[src/rtl/universal_shift_reg.sv]
// Universal shift register: hold / shift left / shift right / parallel load,
// plus an automatic burst of WIDTH shifts launched by start.
module universal_shift_reg #(
  parameter int unsigned WIDTH = 8,
  parameter logic [WIDTH-1:0] RST_VAL = {WIDTH{1'b0}}
) (
  input  logic             clk,
  input  logic             rst,
  input  logic             en,
  input  logic [1:0]       mode,
  input  logic [WIDTH-1:0] d,
  input  logic             sin,
  input  logic             start,
  output logic [WIDTH-1:0] q,
  output logic             sout,
  output logic             busy,
  output logic             done
);

  localparam int unsigned CNT_W = $clog2(WIDTH + 1);

  localparam logic [1:0] MODE_HOLD  = 2'b00;
  localparam logic [1:0] MODE_LEFT  = 2'b01;
  localparam logic [1:0] MODE_RIGHT = 2'b10;
  localparam logic [1:0] MODE_LOAD  = 2'b11;

  typedef enum logic [1:0] {
    IDLE  = 2'b00,
    SHIFT = 2'b01,
    DONE  = 2'b10
  } state_t;

  state_t           state;
  logic             dir;
  logic [CNT_W-1:0] cnt;
  logic [WIDTH-1:0] q_shl;
  logic [WIDTH-1:0] q_shr;

  assign q_shl = {q[WIDTH-2:0], sin};
  assign q_shr = {sin, q[WIDTH-1:1]};

  // Serial output follows the last shift direction with no added latency
  assign sout = dir ? q[0] : q[WIDTH-1];

  always_ff @(posedge clk) begin
    if (rst) begin
      q     <= RST_VAL;
      dir   <= 1'b0;
      cnt   <= '0;
      state <= IDLE;
      busy  <= 1'b0;
      done  <= 1'b0;
    end else begin
      case (state)
        IDLE: begin
          if (en) begin
            if (start && (mode == MODE_LEFT || mode == MODE_RIGHT)) begin
              // Accepting a burst takes no shift on this edge
              dir   <= (mode == MODE_RIGHT);
              cnt   <= CNT_W'(WIDTH);
              state <= SHIFT;
              busy  <= 1'b1;
            end else begin
              case (mode)
                MODE_LEFT: begin
                  q   <= q_shl;
                  dir <= 1'b0;
                end
                MODE_RIGHT: begin
                  q   <= q_shr;
                  dir <= 1'b1;
                end
                MODE_LOAD: q <= d;
                MODE_HOLD: q <= q;
                default:   q <= q;
              endcase
            end
          end
        end
        SHIFT: begin
          if (en) begin
            q   <= dir ? q_shr : q_shl;
            cnt <= cnt - CNT_W'(1);
            if (cnt == CNT_W'(1)) begin
              state <= DONE;
              busy  <= 1'b0;
              done  <= 1'b1;
            end
          end
        end
        DONE: begin
          // Completion pulse lasts exactly one cycle regardless of en
          state <= IDLE;
          done  <= 1'b0;
        end
        default: begin
          state <= IDLE;
          busy  <= 1'b0;
          done  <= 1'b0;
        end
      endcase
    end
  end

endmodule

[config.mk]
export PLATFORM = sky130hd
export DESIGN_NAME = universal_shift_reg
export DESIGN_NICKNAME = d
export VERILOG_FILES = /design/src/rtl/universal_shift_reg.sv
export SDC_FILE = /design/constraint.sdc
export NUM_CORES = 1
export LEC_CHECK = 0
export BUFFER_PORTS_ARGS = -buffer_cell sky130_fd_sc_hd__buf_2
export CORE_ASPECT_RATIO = 0.8
export CORE_MARGIN = 8
export CORE_UTILIZATION = 56
export CTS_CLUSTER_SIZE = 12
export DETAILED_ROUTE_END_ITERATION = 7
export PLACE_DENSITY = 0.83
export SYNTH_ARGS = -nofsm -noshare
export SYNTH_HDL_FRONTEND = slang
export SYNTH_SLANG_ARGS = --single-unit
[constraint.sdc]
create_clock -name clk -period 4.96 [get_ports clk]
set_clock_uncertainty 0.2 [all_clocks]
set_input_delay 1.488 -clock clk [delete_from_list [all_inputs] [get_ports clk]]
set_output_delay 1.488 -clock clk [all_outputs]
set_load 0.05 [all_outputs]
==> summary.txt <==
Timing
  – Final worst slack: 1.83 ns
  – # setup viols final: 0
  – Final slew viol count: 0
  – Post-route clock period utilization: 0.632
  – RSZ-0062 raised after global routing: false
  – Minimum clock period: 3.13 ns
  – Total negative setup slack: 0 ns
  – Slew HR: 0.488
  – Highest clock rate: 319 MHz
  – Worst-Margin Slew: around 0.77 ns
  – Final hold violations: 0

Synth
  – Synth Register Bits: 17
  – Library cells used by synthesis: 29
  – Total nets after synthesis: around 150
  – Top cells by area in the synthesized netlist: dfxtp_1 (31%), mux2_2 (9.2%), a21oi_1 (6.8%)
  – Area share of the leading cell type in the synthesized netlist: 0.308
  – Synth area leader: dfxtp_1
  – Syn Area/Cell: 8.85 um^2
  – Cell Area, Synth: about 1100 um^2
  – Sequential fraction of the synthesis area: 0.308
  – Mapped Cells: between 100 and 150
  – Synth warnings: 0

Cells and area
  – Filler cell count: 158
  – Commonest non-fill, non-tap cell in the layout: buf_2
  – Layout cells sized above 1: 0.349
  – Final cell count without fillers: 170
  – # diodes: 0
  – Fin area: 1240 um^2
  – Most frequent cells in the layout: buf_2 (25), dfxtp_1 (17), a21oi_1 (15)
  – Nets: 167
  – Area growth, synth to finish: 12.3%

Worst setup path
  – Crit Path Max Fanout: 11
  – Critical path class: flip-flop to output pin
  – Worst path max stage delay: 0.63 ns
  – Critical path capture point: sout
  – FF-to-FF Start: state[0]
  – WP data arrival: around 1.5 ns
  – Crit-path cells: nand2_1 > o21ai_0 > buf_2
  – Worst Path Buf+Inv: 1
  – CP Launch Type: flip-flop
  – R2R Setup Slk: 3.06 ns
  – Critical Path Start: dir
  – Path depth of the worst reg2reg path: 3
  – Critical path data required time: around 3.3 ns
  – Critical Path Slowest Stage Cell: dfxtp_1
  – Critical Path Stages: 3
  – Endpoint class of the critical path: output pin
  – Crit-path leading delay family: flip-flops
  – RR Endpoint: q[3]

Drt
  – Initial DRT Pass Iterations: 4
  – Iteration-0 DRC Markers: 27
  – Drt total wl: 2.57 mm
  – Via count: 990
  – Via/cell ratio: 5.82
  – Drt wl/cell: ~15 um
  – DRC Markers: 0
  – Post-DRT Antenna Nets: 0

Global route
  – Total gr overflow: 0
  – First-pass GRT wire length: 4.27 mm
  – Largest net degree at the start of global routing: 14
  – Initial antenna violation count: 0
  – Vias in the first global route: 977
  – Tot GR Track Use: 0.136

Floorplanning
  – Initial Util: 0.590
  – Die footprint: 3660 um^2
  – Ports: 26
  – Die Y: 55.8 um
  – Die width: 65.7 um
  – Row count: 14
  – Core ar.: 1870 um^2

Clock network
  – Clock Tree Buf Depth: 2
  – CTS sink count: 17
  – Skew-Pair Late Insertion Delay: a little under 0.3 ns
  – H-Tree Depth: 1
  – Root Buffer: clkbuf_4
  – Post-cts sizing count: 0
  – Clock transition at the registers of the reported paths: 0.11 ns
  – Post-CTS Setup Inserts: 0
  – CTS tree: done
  – Hold Buf Count CTS: 0
  – CTS Buf Count: 3

Placed design
  – Placed Instances: 166
  – # port buffers: 25
  – Place WS: 1.65 ns
  – RePlAce Congestion: 0.846
  – DP Area: 1210 um^2
  – Post-DP HPWL: 1.90 mm

Run status
  – Status: finished, final reports clean

Worst hold path
  – Hold path cells: 2
  – Min-delay worst type: flip-flop to flip-flop

Power and ir drop
  – P_leak: 0.000521 uW
  – Worst vdd ir: roughly 0.24 mV
  – PwrDens: 244 nW/um^2

Job
  – Number of max-cap violations: 0
where the power goes:
part           internal [uW]  total, uW  switching [uW]  leakage [uW]
logic                   29.7       74.3            44.6      0.000365
registers                143        153            9.46      0.000138
clock network           30.0       76.5            46.6     0.0000177
total                    203        304             101      0.000521
synth_stat cells (all sizes together):
cell and count:
a21oi 15, a221oi 1, a22o 8, a2bb2oi 1
and4b 1, and4bb 4, buf 4, clkbuf 4
dfxtp 17, ha 5, inv 14, mux2 9
mux2i 2, nand2 10, nand2b 1, nand3 1
nand3b 1, nor2 2, nor2b 1, nor3 4
o21ai 5, o21bai 1, o221ai 8, or2 2
or3b 3, or4b 1
stage by stage:
stage / power [uW] / utilization / hold WS [ns]
floorplan: 210 / - / 0.263
global placement: 227 / 0.648 / 0.280
detailed placement: 230 / 0.648 / 0.295
CTS: 303 / 0.663 / 0.310
global route: 318 / 0.663 / 0.329
finish: 304 / 0.663 / 0.304
how the worst min path moves through the flow:
stage	from	endpoint	slack (ns)
after floorplan	cnt[1]	cnt[1]	0.26
after global placement	cnt[1]	cnt[1]	0.28
after detailed placement	cnt[1]	cnt[1]	0.30
after CTS	cnt[1]	cnt[1]	0.31
after global routing	cnt[1]	cnt[1]	0.33
final	cnt[1]	cnt[1]	0.30
routing by layer:
metal,wire length [um],track usage,up-vias
met1,1250,0.187,460
met2,1190,0.213,26
li1,-,-,502
met4,17,0.0248,0
met5,0,0,-
met3,111,0.0282,2
state kept, by name, summed over array words and instances, names as in the netlist:
signal,count
busy,1
state,2
q,8
cnt,4
dir,1
done,1
worst register-to-register path: stages, from the launching register on:
cell and delay [ns]:
dfxtp_1 0.57, or2_2 0.19, a2bb2oi_1 0.62, o221ai_1 0.20
final cells by class:
class                           instances  area, um^2  area share
Tap cell                               24        30.0      0.0242
Sequential cell                        17         340       0.274
Inverter                               14        52.6      0.0423
Clock inverter                          1        5.00     0.00403
Clock buffer                            3        22.5      0.0181
Multi-Input combinational cell         86         667       0.537
Timing Repair Buffer                   25         125       0.101
kinds of logic after synthesis:
kind of cell    after synthesis  share of synthesized area
simple gates                 31                      0.191
compound gates               39                      0.245
fa+ha+maj                     5                     0.0566
buf+inv                      22                     0.0894
mux                          11                      0.110
flops                        17                      0.308
(Power assumes the default switching activity.)
